**src/rtl/keypad_pkg.sv**
```systemverilog
// keypad_pkg: key-code constants, reporter state type and the keypad
// geometry helpers shared by the keypad scanner and the game-state block.
//   KEY_STAR/KEY_HASH : codes of the '*' and '#' keys
//   KEY_MULTI         : full scan saw two or more keys
//   KEY_NONE          : full scan saw no key (also the idle key_data value)
package keypad_pkg;

  localparam logic [3:0] KEY_STAR  = 4'd10;
  localparam logic [3:0] KEY_HASH  = 4'd11;
  localparam logic [3:0] KEY_MULTI = 4'd14;
  localparam logic [3:0] KEY_NONE  = 4'd15;

  typedef enum logic {
    ST_IDLE,
    ST_PRESSED
  } rep_state_e;

  // Rows 0..2 hold the digits 1..9 in reading order; row 3 is *, 0, #.
  function automatic logic [3:0] key_map(input logic [1:0] row, input logic [1:0] col);
    logic [3:0] code;
    if (row == 2'd3) begin
      case (col)
        2'd0:    code = KEY_STAR;
        2'd1:    code = 4'd0;
        default: code = KEY_HASH;
      endcase
    end else begin
      code = ({2'b00, row} * 4'd3) + {2'b00, col} + 4'd1;
    end
    return code;
  endfunction

  // One-hot active-low column drive.
  function automatic logic [2:0] col_drive(input logic [1:0] col);
    logic [2:0] drv;
    case (col)
      2'd0:    drv = 3'b110;
      2'd1:    drv = 3'b101;
      default: drv = 3'b011;
    endcase
    return drv;
  endfunction

  function automatic logic is_key(input logic [3:0] code);
    return code <= KEY_HASH;
  endfunction

endpackage

```
**src/rtl/keypad_scan_if.sv**
```systemverilog
// keypad_scan_if: keypad-side and game-side signals of the keypad scanner.
//   en        : report enable (from game screen logic)
//   key_row   : raw active-low keypad rows, asynchronous to clk
//   key_col   : active-low one-hot column drive
//   key_data  : code of the last accepted key
//   key_valid : one-clk pulse per accepted key
//   key_held  : accepted key still debounced-pressed
// master = the side that drives en/key_row, slave = the scanner.
interface keypad_scan_if;
  logic       en;
  logic [3:0] key_row;
  logic [2:0] key_col;
  logic [3:0] key_data;
  logic       key_valid;
  logic       key_held;

  modport master (
    output en,
    output key_row,
    input  key_col,
    input  key_data,
    input  key_valid,
    input  key_held
  );

  modport slave (
    input  en,
    input  key_row,
    output key_col,
    output key_data,
    output key_valid,
    output key_held
  );
endinterface

```
**src/rtl/scan_tick_gen.sv**
```systemverilog
// scan_tick_gen: free-running divider producing a single-clk tick once
// every SCAN_DIV clocks (tick while the count sits at SCAN_DIV-1).
//   clk, rst : system clock, synchronous active-high reset
//   tick_o   : scan tick
module scan_tick_gen #(
  parameter int SCAN_DIV = 25000
) (
  input  logic clk,
  input  logic rst,
  output logic tick_o
);

  localparam int CNT_W = (SCAN_DIV > 1) ? $clog2(SCAN_DIV) : 1;
  localparam logic [CNT_W-1:0] CNT_LAST = CNT_W'(SCAN_DIV - 1);

  logic [CNT_W-1:0] cnt_q, cnt_d;

  assign tick_o = (cnt_q == CNT_LAST);

  always_comb begin
    cnt_d = cnt_q + CNT_W'(1);
    if (tick_o) cnt_d = '0;
  end

  always_ff @(posedge clk) begin
    if (rst) cnt_q <= '0;
    else     cnt_q <= cnt_d;
  end

endmodule

```
**src/rtl/keypad_scan.sv**
```systemverilog
// keypad_scan: 4x3 matrix keypad scanner, debouncer and press reporter.
//   clk, rst : system clock, synchronous active-high reset
//   bus      : keypad_scan_if.slave (en, key_row in; key_col, key_data,
//              key_valid, key_held out)
// Rows are synchronised, sampled once per column tick, merged into one
// code per full scan, debounced over DEBOUNCE_SCANS identical scans and
// reported once per press; a full release re-arms the reporter.
module keypad_scan
  import keypad_pkg::*;
#(
  parameter int SCAN_DIV       = 25000,
  parameter int DEBOUNCE_SCANS = 4
) (
  input logic           clk,
  input logic           rst,
  keypad_scan_if.slave  bus
);

  localparam int SC_W = $clog2(DEBOUNCE_SCANS + 1);
  localparam logic [SC_W-1:0] SC_MAX = SC_W'(DEBOUNCE_SCANS);

  logic             tick;
  logic [3:0]       row_meta_q, row_sync_q;
  logic [1:0]       col_q, col_d;
  logic [1:0]       acc_cnt_q, acc_cnt_d;
  logic [3:0]       acc_code_q, acc_code_d;
  logic [3:0]       prev_code_q, prev_code_d;
  logic [SC_W-1:0]  stable_q, stable_d;
  logic             scan_done_q, scan_end;
  logic [2:0]       col_hits, hits_total;
  logic [3:0]       col_code, scan_code;
  rep_state_e       state_q;
  logic             armed_q;
  logic [3:0]       key_data_q;
  logic             key_valid_q, key_held_q;

  scan_tick_gen #(.SCAN_DIV(SCAN_DIV)) u_tick (
    .clk    (clk),
    .rst    (rst),
    .tick_o (tick)
  );

  assign bus.key_col   = col_drive(col_q);
  assign bus.key_data  = key_data_q;
  assign bus.key_valid = key_valid_q;
  assign bus.key_held  = key_held_q;

  // Stage: row synchroniser
  always_ff @(posedge clk) begin
    if (rst) begin
      row_meta_q <= 4'hF;
      row_sync_q <= 4'hF;
    end else begin
      row_meta_q <= bus.key_row;
      row_sync_q <= row_meta_q;
    end
  end

  // Stage: column sample and full-scan merge
  always_comb begin
    col_hits = 3'd0;
    col_code = KEY_NONE;
    for (int r = 3; r >= 0; r--) begin
      if (!row_sync_q[r]) begin
        col_hits = col_hits + 3'd1;
        col_code = key_map(2'(r), col_q);
      end
    end
    // acc_cnt_q saturates at 2, so the sum never exceeds 6.
    hits_total = {1'b0, acc_cnt_q} + col_hits;
    if (hits_total == 3'd0)      scan_code = KEY_NONE;
    else if (hits_total == 3'd1) scan_code = (acc_cnt_q == 2'd1) ? acc_code_q : col_code;
    else                         scan_code = KEY_MULTI;
  end

  always_comb begin
    col_d       = col_q;
    acc_cnt_d   = acc_cnt_q;
    acc_code_d  = acc_code_q;
    prev_code_d = prev_code_q;
    stable_d    = stable_q;
    scan_end    = tick && (col_q == 2'd2);
    if (tick) begin
      if (col_q == 2'd2) begin
        col_d      = 2'd0;
        acc_cnt_d  = 2'd0;
        acc_code_d = KEY_NONE;
      end else begin
        col_d     = col_q + 2'd1;
        acc_cnt_d = (hits_total >= 3'd2) ? 2'd2 : hits_total[1:0];
        if (acc_cnt_q == 2'd0) acc_code_d = col_code;
      end
    end
    // Stage: debounce, once per full scan
    if (scan_end) begin
      if (scan_code == prev_code_q) begin
        if (stable_q != SC_MAX) stable_d = stable_q + SC_W'(1);
      end else begin
        stable_d    = SC_W'(1);
        prev_code_d = scan_code;
      end
    end
  end

  always_ff @(posedge clk) begin
    if (rst) begin
      col_q       <= 2'd0;
      acc_cnt_q   <= 2'd0;
      acc_code_q  <= KEY_NONE;
      prev_code_q <= KEY_NONE;
      stable_q    <= '0;
      scan_done_q <= 1'b0;
    end else begin
      col_q       <= col_d;
      acc_cnt_q   <= acc_cnt_d;
      acc_code_q  <= acc_code_d;
      prev_code_q <= prev_code_d;
      stable_q    <= stable_d;
      scan_done_q <= scan_end;
    end
  end

  // Stage: reporter, acts the clock after a full scan completes.
  // MULTI matches neither branch, so it leaves state and armed untouched.
  always_ff @(posedge clk) begin
    if (rst) begin
      state_q     <= ST_IDLE;
      armed_q     <= 1'b1;
      key_data_q  <= KEY_NONE;
      key_valid_q <= 1'b0;
      key_held_q  <= 1'b0;
    end else begin
      key_valid_q <= 1'b0;
      if (scan_done_q && (stable_q == SC_MAX)) begin
        if (prev_code_q == KEY_NONE) begin
          state_q    <= ST_IDLE;
          key_held_q <= 1'b0;
          armed_q    <= 1'b1;
        end else if (is_key(prev_code_q) && (state_q == ST_IDLE) && armed_q && bus.en) begin
          state_q     <= ST_PRESSED;
          key_data_q  <= prev_code_q;
          key_valid_q <= 1'b1;
          key_held_q  <= 1'b1;
          armed_q     <= 1'b0;
        end
      end
      // A key already down when the game screen becomes active must be
      // released before it counts; disabling therefore disarms.
      if (!bus.en) armed_q <= 1'b0;
    end
  end

endmodule

```
**src/flat_wrapper.sv**
```systemverilog
// flat-port wrapper written by rule: the top's interface ports become plain ports
module keypad_scan_flat import keypad_pkg::*;
#(
  parameter int SCAN_DIV       = 25000,
  parameter int DEBOUNCE_SCANS = 4
)
  (clk, rst, bus_en, bus_key_row, bus_key_col, bus_key_data, bus_key_valid, bus_key_held);
  keypad_scan_if bus_i ();
  input logic clk;
  input logic rst;
  input wire logic [$bits(bus_i.en)-1:0] bus_en;
  input wire logic [$bits(bus_i.key_row)-1:0] bus_key_row;
  output wire logic [$bits(bus_i.key_col)-1:0] bus_key_col;
  output wire logic [$bits(bus_i.key_data)-1:0] bus_key_data;
  output wire logic [$bits(bus_i.key_valid)-1:0] bus_key_valid;
  output wire logic [$bits(bus_i.key_held)-1:0] bus_key_held;
  assign bus_i.en = bus_en;
  assign bus_i.key_row = bus_key_row;
  assign bus_key_col = bus_i.key_col;
  assign bus_key_data = bus_i.key_data;
  assign bus_key_valid = bus_i.key_valid;
  assign bus_key_held = bus_i.key_held;
  keypad_scan #(.SCAN_DIV(SCAN_DIV), .DEBOUNCE_SCANS(DEBOUNCE_SCANS)) u_core (.clk(clk), .rst(rst), .bus(bus_i));
endmodule
```
**config.mk**
```make
export PLATFORM = sky130hd
export DESIGN_NAME = keypad_scan_flat
export DESIGN_NICKNAME = d
export VERILOG_FILES = /design/src/rtl/keypad_pkg.sv /design/src/rtl/keypad_scan_if.sv /design/src/rtl/scan_tick_gen.sv /design/src/rtl/keypad_scan.sv /design/src/flat_wrapper.sv
export SDC_FILE = /design/constraint.sdc
export NUM_CORES = 1
export LEC_CHECK = 0
export CAP_MARGIN = 15
export CELL_PAD_IN_SITES_DETAIL_PLACEMENT = 1
export CELL_PAD_IN_SITES_GLOBAL_PLACEMENT = 2
export CORE_ASPECT_RATIO = 1.2
export CORE_MARGIN = 5
export CORE_UTILIZATION = 36
export CTS_CLUSTER_DIAMETER = 120
export CTS_CLUSTER_SIZE = 40
export DETAILED_ROUTE_END_ITERATION = 8
export PLACE_DENSITY_LB_ADDON = 0.1
export SYNTH_ARGS = -nofsm -noshare
export SYNTH_HDL_FRONTEND = slang
export SYNTH_SLANG_ARGS = --single-unit
```
**constraint.sdc**
```tcl
create_clock -name clk -period 5.25 [get_ports clk]
set_clock_uncertainty 0.15 [all_clocks]
set_input_delay 1.05 -clock clk [delete_from_list [all_inputs] [get_ports clk]]
set_output_delay 1.05 -clock clk [all_outputs]
set_load 0.05 [all_outputs]
```
==> flow_summary.ini <==
[status]
outcome = complete, no violations

[synthesis]
syn-instance-count = 272
async_flop_share_pct = 0
synth.cell_area_mm2 = 0.00237
ys_ff_latch = 46
netlist_top_cells_count = dfxtp_1 (46), nor2_1 (36), nand2_1 (22), inv_1 (18), ha_1 (14)
yosys_warnings = 0
netlist_top_cells_area = dfxtp_1 (39%), ha_1 (7.4%), nor2_1 (5.7%)
synth_edf_count = 0
synth_cell_type_count = 46
avgSynthCellArea_um2 = 8.70
syn_nets = 294
yosys.cell_count.top_type = dfxtp_1
synth_top_cell_by_area = dfxtp_1
yosysTopAreaCellShare_pct = 38.9
synth_flop_cell = dfxtp_1
yosysSeqAreaShare_pct = 38.9

[floorplan]
start_util_pct = 36.9
num_rows = 32
core_area_mm2 = 0.00641
pin_count = 16
die_w_um = 84.0
fp.dieH_um = 98.8
dieArea_mm2 = 0.00830

[cts]
cts_setup_buffers = 0
cts_tree = done
cts_hold_buf = 0
numCtsBuffers = 5
ctsResizeCount = 0
clockBufferDepth = 2
clock_latency_ns = 0.30
cts_max_level = 2
clockRootBuffer = clkbuf_8
cts_sinks = 46
clkSlewWorstSetupHoldPaths_ns = 0.08

[sta]
hold_viol_final = 0
drv_slew = 0
slew_headroom_pct = 53.2
worst_pin_slew_ns = 0.696
max_freq_ghz = 0.247
min_period_over_period_pct = 77.3
tns_ns = 0
finalSetupViolCount = 0
rsz0062_at_grt = false
period_needed_ns = 4.06

[place]
io_buffers = 15
dp_hpwl_mm = 3.75
gp_congestion = 0.802

[worst_setup_path]
start_kind = flop
endpoint_kind = flop
worstPathRequired_ns = 5.29
crit_type = reg2reg
crit_arrival_ns = 4.10
cp_max_fo = 9

[route]
wire_per_inst_um = 13.5
postRouteAntennaNets = 0
dr.pass1.iters = 4
vias_per_cell = 4.95
drc = 0
num_vias = 1825
drt_iter0_markers = 39
drt_wl_total_mm = 4.98

[power_and_ir_drop]
intPower_w = 0.000521
ir_drop_v = 0.000148
p_clk_share_pct = 38.5
power_frac_comb_pct = 7.7
power_leakage_nw = 1.13
seq_power_share_pct = 53.7
p_sw_w = 0.000148
switching_share_pct = 22.1
powerDensity_mw_per_mm2 = 249

[finish]
syn_to_final_growth_pct = 13.5
drive_gt1_share_pct = 6.69
final_util_pct = 41.9
n_fill_cell = 788
nNetsFinal = 305
antennaDiodeCount = 0

[global_route]
grt_max_degree = 33
grt_pass1_vias = 1878
globalRoute.totalOverflow = 0
grt_pass1_wl_mm = 8.70
antenna_found_initial = 0
grt_usage_pct = 12.8

[min_path]
hold_path.class = reg2reg

[job]
maxCapViolCount = 0
## layer usage
metal | global-route usage (%) | vias to the layer above | part of all wire (%)
met5 | 0 | - | 0
met4 | 4.46 | 0 | 1.1
met3 | 2.68 | 4 | 2.2
met2 | 21.9 | 12 | 48
met1 | 16.0 | 868 | 49
li1 | - | 941 | -
## kinds of logic after synthesis
family                   share of synthesized area, %
flip-flops                                       38.9
multiplexers                                     3.01
AND/OR/NAND/NOR                                  25.6
XOR/XNOR                                         7.99
AO/OA/AOI/OAI                                    11.3
buffers and inverters                            4.97
adder cells (fa/ha/maj)                          8.25
## placed cells by master, fill, tap and decap left out, drive strengths merged, types with 8 or more instances in the layout
cell type,synthesis,layout
dfxtp,46,46
nor2,37,37
nand2,22,22
inv,18,18
clkdlybuf4s50,0,15
ha,14,14
nand3,12,12
xnor2,11,11
or2,9,9
xor2,8,8
## flip-flops by register name, indices dropped and copies added, names as in the netlist, 2 cells and up
signal / cells
u_core.acc_cnt_q: 2
u_core.acc_code_q: 4
u_core.bus.key_data: 4
u_core.col_q: 2
u_core.prev_code_q: 4
u_core.row_meta_q: 4
u_core.row_sync_q: 4
u_core.stable_q: 3
u_core.u_tick.cnt_q: 15
## area by class of cell
cell class              count  area (um^2)  area share [%]
repair buffers             16          158            5.87
inverters                  18         67.6            2.52
flip-flops and latches     46          921            34.3
clock inverters             1         30.0            1.12
clock buffers               7         76.3            2.84
multi-input cells         196         1330            49.4
well taps                  85          106            3.96
## stage by stage
stage / instance area [um^2] / hold WS (ns) / std cells / total power, W / setup WS (ns)
after floorplan: 2370 / 0.239 / 272 / 0.000405 / 1.45
after global placement: 2580 / 0.246 / 361 / 0.000420 / 1.26
after detailed placement: 2580 / 0.249 / 361 / 0.000420 / 1.16
after CTS: 2690 / 0.269 / 369 / 0.000683 / 1.16
after global routing: 2690 / 0.276 / 369 / 0.000702 / 0.933
final: 2690 / 0.264 / 369 / 0.000668 / 1.19
## power groups by stage
stage / combinational, W / sequential, W / clock, W
floorplan: 0.0000402 / 0.000365 / 0
global placement: 0.0000520 / 0.000368 / 0
detailed placement: 0.0000527 / 0.000368 / 0
CTS: 0.0000528 / 0.000360 / 0.000270
global route: 0.0000586 / 0.000360 / 0.000283
finish: 0.0000515 / 0.000359 / 0.000258
## worst max-delay path, cell delays in order (launching register included)
cell	delay (ns)
dfxtp_1	0.46
inv_1	0.08
ha_1	0.32
xnor2_1	0.26
ha_1	0.27
mux2_2	0.27
fa_1	0.38
xnor3_1	0.41
and3b_1	0.22
o211ai_1	0.14
xnor2_1	0.28
nor4_4	0.11
or4_1	0.48
o31a_1	0.12
## path summary, 6_finish.rpt
path                                                 startpoint                                  to  slack, ns  cells past startpoint
worst max register to register  u_core.row_sync_q[2]$_SDFF_PP1_  u_core.prev_code_q[2]$_SDFFE_PP1P_       1.19                     13
worst min-delay path            u_core.row_meta_q[2]$_SDFF_PP1_     u_core.row_sync_q[2]$_SDFF_PP1_       0.26                      1
worst max-delay path            u_core.row_sync_q[2]$_SDFF_PP1_  u_core.prev_code_q[2]$_SDFFE_PP1P_       1.19                     13
worst min register to register  u_core.row_meta_q[2]$_SDFF_PP1_     u_core.row_sync_q[2]$_SDFF_PP1_       0.26                      1
Note: power is estimated with default switching activity, not from simulation.
